**src/rtl/serial_alu_seq.sv**
```systemverilog
// Bit-serial word sequencer around an external one-bit ALU slice.
// Drives the slice LSB first and collects result, carry, overflow.
module serial_alu_seq #(
  parameter int WIDTH = 8,
  parameter int CW    = 4
) (
  input  logic             clk,
  input  logic             rst,
  input  logic             start,
  input  logic [WIDTH-1:0] a,
  input  logic [WIDTH-1:0] b,
  input  logic [1:0]       op,
  input  logic             sub,
  output logic             busy,
  output logic             done,
  output logic [WIDTH-1:0] result,
  output logic             carry,
  output logic             ovf,
  output logic             zero,
  output logic             sl_a,
  output logic             sl_b,
  output logic             sl_cin,
  output logic             sl_s1,
  output logic             sl_s0,
  input  logic             sl_out,
  input  logic             sl_cout
);

  typedef enum logic [1:0] {
    IDLE,
    RUN,
    DONE
  } state_t;

  state_t           r_state;
  state_t           w_next;
  logic [WIDTH-1:0] r_a;
  logic [WIDTH-1:0] r_b;
  logic [1:0]       r_op;
  logic             r_cin;
  logic [CW-1:0]    r_cnt;
  logic [WIDTH-1:0] r_result;
  logic             r_carry;
  logic             r_ovf;
  logic             r_zero;

  logic             w_accept;
  logic             w_last;
  logic             w_add;
  logic [WIDTH-1:0] w_res_next;

  assign w_add      = (r_op == 2'b11);
  assign w_last     = (r_cnt == CW'(WIDTH - 1));
  assign w_accept   = (r_state == IDLE) && start;
  assign w_res_next = {sl_out, r_result[WIDTH-1:1]};

  always_ff @(posedge clk) begin
    if (rst) r_state <= IDLE;
    else     r_state <= w_next;
  end

  always_comb begin
    w_next = r_state;
    busy   = 1'b0;
    done   = 1'b0;
    sl_a   = 1'b0;
    sl_b   = 1'b0;
    sl_cin = 1'b0;
    sl_s1  = 1'b0;
    sl_s0  = 1'b0;
    unique case (r_state)
      IDLE: begin
        if (start) w_next = RUN;
      end
      RUN: begin
        busy   = 1'b1;
        sl_a   = r_a[0];
        sl_b   = r_b[0];
        sl_cin = w_add & r_cin;
        sl_s1  = r_op[1];
        sl_s0  = r_op[0];
        if (w_last) w_next = DONE;
      end
      DONE: begin
        busy   = 1'b1;
        done   = 1'b1;
        w_next = IDLE;
      end
      default: w_next = IDLE;
    endcase
  end

  always_ff @(posedge clk) begin
    if (rst) begin
      r_a      <= '0;
      r_b      <= '0;
      r_op     <= '0;
      r_cin    <= 1'b0;
      r_cnt    <= '0;
      r_result <= '0;
      r_carry  <= 1'b0;
      r_ovf    <= 1'b0;
      r_zero   <= 1'b0;
    end else if (w_accept) begin
      r_a   <= a;
      // subtract as A + ~B + 1
      r_b   <= (sub && op == 2'b11) ? ~b : b;
      r_op  <= op;
      r_cin <= sub && (op == 2'b11);
      r_cnt <= '0;
    end else if (r_state == RUN) begin
      r_a      <= r_a >> 1;
      r_b      <= r_b >> 1;
      r_cin    <= sl_cout;
      r_cnt    <= r_cnt + 1'b1;
      r_result <= w_res_next;
      if (w_last) begin
        r_carry <= w_add & sl_cout;
        r_ovf   <= w_add & (sl_cin ^ sl_cout);
        r_zero  <= (w_res_next == '0);
      end
    end
  end

  assign result = r_result;
  assign carry  = r_carry;
  assign ovf    = r_ovf;
  assign zero   = r_zero;

endmodule

```
**config.mk**
```make
export PLATFORM = sky130hd
export DESIGN_NAME = serial_alu_seq
export DESIGN_NICKNAME = d
export VERILOG_FILES = /design/src/rtl/serial_alu_seq.sv
export SDC_FILE = /design/constraint.sdc
export NUM_CORES = 1
export LEC_CHECK = 0
export ABC_CLOCK_PERIOD_IN_PS = 2150
export CORE_ASPECT_RATIO = 1.1
export CORE_UTILIZATION = 48
export DETAILED_ROUTE_END_ITERATION = 7
export PLACE_DENSITY_LB_ADDON = 0.1
export SLEW_MARGIN = 20
export SYNTH_ARGS = -nofsm -noshare
export SYNTH_HDL_FRONTEND = slang
export SYNTH_SLANG_ARGS = --single-unit
```
**constraint.sdc**
```tcl
create_clock -name clk -period 2.15 [get_ports clk]
set_clock_uncertainty 0.2 [all_clocks]
set_input_delay 0.43 -clock clk [delete_from_list [all_inputs] [get_ports clk]]
set_output_delay 0.43 -clock clk [all_outputs]
set_load 0.02 [all_outputs]
```
==> impl_metrics.ini, run 1 <==
[run_status]
status = finished clean

[clock_tree]
cts.clk_slew.worst_paths_ps = 110
h-tree-depth = 2
cts-resized-gates = 21
cts_hold_buf = 0
clock_latency_ps = 340
cts-root-buf = clkbuf_4
cts_max_path_buffers = 2
cts_sinks = 36
postCtsSetupBuffers = 0
cts-buffers-inserted = 5
cts_tree = done

[worst_setup_path]
reg2reg_setup_slack_ps = 200
crit_path_start_kind = flop
crit_path_max_fanout = 8
worstSetupPathType = reg2out
slowest_delay_ps = 330
path_buf_inv = 3
reg2reg_depth = 7
critPathCaptureType = primary output
cp_top_family = buffers and inverters
r2r-end = ovf
cp.depth = 5
cp-endpoint = sl_s0
startpoint = r_state[1]
r2r_start = r_state[1]
cp.required_ps = 1520
arrival_ps = 1420
worstPathCellList = inv_1 > ha_2 > buf_4 > and2_1 > buf_2
worst_path_max_delay_cell = dfxtp_1

[layout]
nFillCells = 283
area_delta_synth_final_pct = 34.3
layout_commonest_cell = dfxtp_1
fin_nets = 258
final_cell_mix = dfxtp_1 (35), clkdlybuf4s50_1 (34), nor2_1 (17), mux2i_1 (17), nand2_1 (15)
drive_above_1_share = 0.130
utilization = 0.674
final_cells = 278
antenna_cells = 0

[logic_synthesis]
synth.top_cell.area_share = 0.431
synth.area.top_cells = dfxtp_1 (43%), mux2i_1 (10%), xor2_1 (5.8%)
synth-edff-count = 0
seq_area_frac_synth = 0.431
syn_inst = 180
syn_nets = 209
yosysWarningCount = 0
synth_seq_cells = 36
yosysTopAreaCell = dfxtp_1
syn_avg_cell_area_um2 = 9.29
synth-main-ff-cell = dfxtp_1
async_flop_share = 0
syn-cell-area_um2 = 1670
synth_cell_types = 32

[floorplan]
dieWidth_um = 58.3
die_y_um = 63.9
die_area_um2 = 3720
num_rows = 22
fp.coreArea_um2 = 3330
ios = 42
start_util = 0.502

[sta]
fin_crit_sh = 0.955
whs_ps = 285
setup_viol = 0
rsz0062_at_grt = false
worstMarginPinSlew_ps = 364
fin_crit_ps = 2050
max_clock_freq_ghz = 0.487
hold_viol = 0
fin_tns_setup_ps = 0
slew-limit-headroom = 0.755
drv_slew = 0

[routing]
vias = 1445
routed_wirelength_mm = 3.87
drt-initial-drc-count = 63
vias_per_cell = 5.20
route.detailed.drc = 0
first_pass_iters = 4
wl_per_cell_um = 13.9
drtAntennaViolNets = 0

[global_route]
grt_max_degree = 24
grt_pass1_vias = 1457
antenna_found_initial = 0
grt_pass1_wl_mm = 6.55
grt_usage = 0.232
gr-total-overflow = 0

[placement]
post-place-cells = 270
portBuffers = 41
hpwl_mm = 2.81
place.gp.congestion = 0.756

[pwr]
power.density_nw_per_um2 = 862
power_leakage_nw = 0.867
ir_worst_vdd_uv = 475
fin_total_pwr_mw = 1.94

[job]
maxCapViolCount = 0

[hold_path]
hp-class = reg2reg
hold_depth = 2
==> metrics by stage <==
step                      instance area [um2]  worst slack (ps)
after CTS                                2250              10.1
after detailed placement                 2190              18.5
final                                    2240              96.4
after global routing                     2240              7.38
after global placement                   2190              77.0
after floorplan                          1670               387
==> worst register-to-register path, stage by stage (launching register included) <==
cell      delay, ps
dfxtp_1         330
inv_1            80
ha_2            210
buf_4           140
buf_8           200
nand4b_2        190
nand2b_1        190
o41ai_1         300
==> how the worst min path moves through the flow <==
| stage | start | end | slack, ps |
|---|---|---|---|
| floorplan | r_a[7] | r_a[7] | 250 |
| global placement | r_a[7] | r_a[7] | 260 |
| detailed placement | r_a[7] | r_a[7] | 270 |
| CTS | r_a[7] | r_a[7] | 290 |
| global route | r_op[0] | r_op[0] | 320 |
| finish | r_a[7] | r_a[7] | 280 |
==> logic make-up (layout without fill, tap and decap cells) <==
| logic type | Yosys count | in the layout | share of synthesized area |
|---|---|---|---|
| AO/OA/AOI/OAI | 37 | 37 | 0.145 |
| XOR/XNOR | 12 | 12 | 0.0629 |
| adder cells (fa/ha/maj) | 5 | 5 | 0.0374 |
| buffers and inverters | 15 | 65 | 0.0464 |
| flip-flops | 36 | 36 | 0.431 |
| multiplexers | 17 | 17 | 0.102 |
| AND/OR/NAND/NOR | 58 | 58 | 0.175 |
==> routing by layer <==
| layer | vias up | global-route usage | wire [um] |
|---|---|---|---|
| met4 | 0 | 0.119 | 65 |
| met5 | - | 0 | 0 |
| met1 | 669 | 0.278 | 1730 |
| li1 | 732 | - | - |
| met3 | 7 | 0.0648 | 165 |
| met2 | 37 | 0.375 | 1920 |
==> synth_stat cells (5+ instances only) <==
| master | number |
|---|---|
| buf_2 | 5 |
| mux2i_1 | 17 |
| nor2_1 | 17 |
| a211oi_1 | 11 |
| xor2_1 | 11 |
| dfxtp_1 | 36 |
| nand2_1 | 15 |
| a221oi_1 | 6 |
| a21oi_1 | 14 |
| ha_1 | 5 |
| and2_1 | 5 |
==> report_power, final <==
| part | leakage [nW] | total (mW) | switching, mW | internal, mW |
|---|---|---|---|---|
| Combinational | 0.530 | 0.652 | 0.345 | 0.307 |
| Clock | 0.0422 | 0.472 | 0.228 | 0.244 |
| Sequential | 0.295 | 0.811 | 0.0552 | 0.756 |
| Total | 0.867 | 1.94 | 0.629 | 1.31 |
==> state kept, by name (all words and copies together), names as in the netlist <==
signal,cells
result,8
r_a,8
r_b,8
ovf,1
zero,1
r_cin,1
r_cnt,4
r_state,2
carry,1
r_op,2
==> final cells by class <==
class,count,area (um2),share of cell area
flip-flops and latches,36,722,0.322
repair buffers,54,499,0.222
clock buffers,6,41.3,0.0184
inverters,3,11.3,0.00502
multi-input cells,129,876,0.390
clock inverters,2,35.0,0.0156
well taps,48,60.1,0.0268
(Power assumes the default switching activity.)
==> run 2: changes to the inputs <==
Settings changed: PLACE_DENSITY set to 0.78, PLACE_DENSITY_LB_ADDON 0.1 to unset, SKIP_LAST_GASP set to 1.
==> impl_metrics.ini, run 2 (synthesis gave the netlist of run 1 again) <==
[floorplan]
dieWidth_um = 58.3
num_rows = 22
ios = 42
start_util = 0.502
die_y_um = 63.9
fp.coreArea_um2 = 3330
die_area_um2 = 3720

[routing]
drtAntennaViolNets = 0
routed_wirelength_mm = 3.94
drt-initial-drc-count = 24
route.detailed.drc = 0
vias_per_cell = 5.38
wl_per_cell_um = 14.3
first_pass_iters = 4
vias = 1486

[hold_path]
min_from = r_b[3]
min_to = r_b[2]
hold_depth = 2
hp-class = reg2reg

[worst_setup_path]
crit_path_start_kind = flop
crit_path_max_fanout = 4
r2r_start = r_state[1]
arrival_ps = 1480
critPathCaptureType = primary output
cp.required_ps = 1520
worstSetupPathType = reg2out
reg2reg_depth = 7
startpoint = r_state[1]
reg2reg_setup_slack_ps = 200
r2r-end = ovf

[global_route]
gr-total-overflow = 0
antenna_found_initial = 0
grt_max_degree = 39
grt_pass1_vias = 1461
grt_usage = 0.226
grt_pass1_wl_mm = 6.32

[clock_tree]
cts_max_path_buffers = 2
cts.clk_slew.worst_paths_ps = 100
h-tree-depth = 2
cts-buffers-inserted = 5
clock_latency_ps = 350
cts_tree = done
cts-root-buf = clkbuf_4
cts_sinks = 36

[placement]
hpwl_mm = 2.85
place_ws_ps = 24.7
place.gp.congestion = 0.804
post-place-cells = 268
portBuffers = 41

[sta]
slew-limit-headroom = 0.797
fin_crit_sh = 0.983
setup_slack_ps = 35.7
max_clock_freq_ghz = 0.473
fin_crit_ps = 2110
setup_viol = 0
rsz0062_at_grt = true
fin_tns_setup_ps = 0
hold_viol = 0
worstMarginPinSlew_ps = 302
drv_slew = 0

[layout]
antenna_cells = 0
final_cell_mix = dfxtp_1 (35), clkdlybuf4s50_1 (34), nor2_1 (17), mux2i_1 (17), nand2_1 (15)
layout_commonest_cell = dfxtp_1
fin_nets = 256
drive_above_1_share = 0.118
final_cells = 276
area_delta_synth_final_pct = 34.7

[pwr]
power_leakage_nw = 0.851
ir_worst_vdd_uv = 440
power.density_nw_per_um2 = 863

[job]
maxCapViolCount = 0

[run_status]
status = finished clean
==> run 2: layout make-up <==
cell class	instances	area, um2
sequential	36	722
clock buffer	6	41.3
timing repair buffer	52	505
multi-input combinational	129	876
fill	290	1080
inverter	3	11.3
tap	48	60.1
clock inverter	2	35.0
==> run 2: power breakdown <==
group	total [mW]	internal, mW	switching [mW]
logic	0.658	0.311	0.347
registers	0.813	0.754	0.0585
clock network	0.471	0.244	0.227
total	1.94	1.31	0.633
==> run 2: layer usage <==
layer | vias to the layer above | GRT usage | wire (um)
li1 | 728 | - | -
met1 | 698 | 0.259 | 1590
met2 | 50 | 0.384 | 2080
met3 | 10 | 0.0668 | 203
met4 | 0 | 0.101 | 70
met5 | - | 0 | 0
==> run 2: worst max-delay path: stages (launching register included) <==
cell and delay (ps):
dfxtp_2 340, inv_1 70, ha_2 220, buf_4 140, and2_1 110, clkdlybuf4s15_2 250
==> run 2: stage by stage <==
stage | cell area, um2 | power, mW | hold WS [ps] | util
after floorplan | 1670 | 1.25 | 248 | -
after global placement | 2170 | 1.44 | 266 | 0.652
after detailed placement | 2170 | 1.47 | 279 | 0.652
after CTS | 2250 | 1.93 | 294 | 0.675
after global routing | 2250 | 2.05 | 320 | 0.676
final | 2250 | 1.94 | 287 | 0.676
==> run 2: worst max path at each step <==
stage	endpoint	slack, ps	depth (start not counted)
floorplan	sl_a	390	5
global placement	sl_s1	80	5
detailed placement	r_b[0]	20	4
CTS	sl_s1	-90	5
global route	sl_s0	-60	5
finish	sl_s0	40	5
==> run 2: what timing repair did <==
| action | in CTS | in global routing |
|---|---|---|
| hold buffers | 0 | 0 |
| hold endpoints to repair | 0 | 0 |
| setup endpoints to repair | 7 | 11 |
| resized for setup | 14 | 8 |
| buffers inserted | 0 | 0 |
==> run 3: changes to the inputs <==
Settings changed: ABC_CLOCK_PERIOD_IN_PS 2150 to 2400, HOLD_SLACK_MARGIN set to 0.15.
Clock period 2.15 ns to 2.4 ns, I/O delays scaled along.
==> impl_metrics.ini, run 3 (synthesis gave the netlist of run 1 again) <==
[run_status]
status = finished clean

[worst_setup_path]
worstSetupPathType = reg2out
critPathCaptureType = primary output
crit_path_max_fanout = 3
cp.required_ps = 1720
arrival_ps = 1570
crit_path_start_kind = flop

[layout]
final_cell_mix = dfxtp_1 (36), clkdlybuf4s50_1 (35), nor2_1 (17), mux2i_1 (17), nand2_1 (15)
area_delta_synth_final_pct = 31.5
fin_nets = 254
drive_above_1_share = 0.0800
utilization = 0.660
layout_commonest_cell = dfxtp_1
nFillCells = 289
antenna_cells = 0

[floorplan]
die_y_um = 63.9
fp.coreArea_um2 = 3330
ios = 42
die_area_um2 = 3720
dieWidth_um = 58.3
num_rows = 22
start_util = 0.502

[pwr]
ir_worst_vdd_uv = 437
power_leakage_nw = 0.850
power.density_nw_per_um2 = 723

[global_route]
grt_pass1_wl_mm = 6.53
grt_pass1_vias = 1451
antenna_found_initial = 0
grt_max_degree = 28
gr-total-overflow = 0
grt_usage = 0.228

[placement]
hpwl_mm = 2.78
place_ws_ps = 47.8
portBuffers = 41
place.gp.congestion = 0.789

[clock_tree]
clock_latency_ps = 330
cts_tree = done
cts-buffers-inserted = 5
cts-root-buf = clkbuf_4
cts_max_path_buffers = 2
h-tree-depth = 2
cts_sinks = 36
postCtsSetupBuffers = 0
cts.clk_slew.worst_paths_ps = 100

[routing]
drt-initial-drc-count = 21
drtAntennaViolNets = 0
wl_per_cell_um = 13.7
first_pass_iters = 4
routed_wirelength_mm = 3.73
vias = 1438
route.detailed.drc = 0
vias_per_cell = 5.27

[sta]
fin_crit_sh = 0.937
drv_slew = 0
setup_slack_ps = 152
max_clock_freq_ghz = 0.445
worstMarginPinSlew_ps = 305
setup_viol = 0
slew-limit-headroom = 0.796
hold_viol = 0
fin_crit_ps = 2250
rsz0062_at_grt = false

[job]
maxCapViolCount = 0

[hold_path]
hp-class = reg2reg
==> run 3: power breakdown <==
| part | internal [mW] | leakage [nW] | switching [mW] |
|---|---|---|---|
| clock network | 0.108 | 0.0281 | 0.188 |
| registers | 0.676 | 0.295 | 0.0517 |
| logic | 0.263 | 0.527 | 0.302 |
==> run 3: critical path, cell delays in order (launching register included) <==
cell and delay (ps):
dfxtp_1 410, inv_1 100, ha_1 200, clkdlybuf4s50_1 530
==> run 3: worst paths after layout <==
| path | startpoint | to | slack, ps | cells after the start |
|---|---|---|---|---|
| setup / recovery | r_state[0] | done | 150 | 3 |
| hold / removal | r_b[3] | r_b[2] | 280 | 2 |
| setup reg to reg | r_state[1] | carry | 380 | 6 |
| hold reg to reg | r_b[3] | r_b[2] | 280 | 2 |
==> run 3: layout make-up <==
type / instances / area, um2 / share of cell area
Sequential cell: 36 / 721 / 0.328
Tap cell: 48 / 60.1 / 0.0273
Inverter: 3 / 11.3 / 0.00512
Clock buffer: 6 / 41.3 / 0.0188
Timing Repair Buffer: 50 / 474 / 0.216
Clock inverter: 1 / 5.00 / 0.00228
Multi-Input combinational cell: 129 / 886 / 0.403
==> run 3: metal layers <==
layer | track usage | routed length [um] | share of wire | vias up
met5 | 0 | 0 | 0 | -
met2 | 0.381 | 1900 | 0.51 | 34
met1 | 0.285 | 1660 | 0.45 | 676
li1 | - | - | - | 723
met4 | 0.0655 | 39 | 0.010 | 0
met3 | 0.0607 | 130 | 0.035 | 5
==> run 3: metrics by stage <==
step                      total power [mW]  cells  hold slack [ps]  area, um2  setup TNS (ps)
after floorplan                       1.12    180              248       1670               0
after global placement                1.27    266              265       2140               0
after detailed placement              1.30    266              275       2140               0
after CTS                             1.60    273              290       2200           -20.8
after global routing                  1.70    273              316       2200               0
final                                 1.59    273              284       2200               0
==> run 3: timing repair <==
| item | in CTS | in global routing |
|---|---|---|
| hold buffers | 0 | 0 |
| endpoints found under the hold margin | 0 | 0 |
| gates resized for setup | 7 | 1 |
| pin swaps | 0 | 0 |
| endpoints found under the setup margin | 5 | 1 |
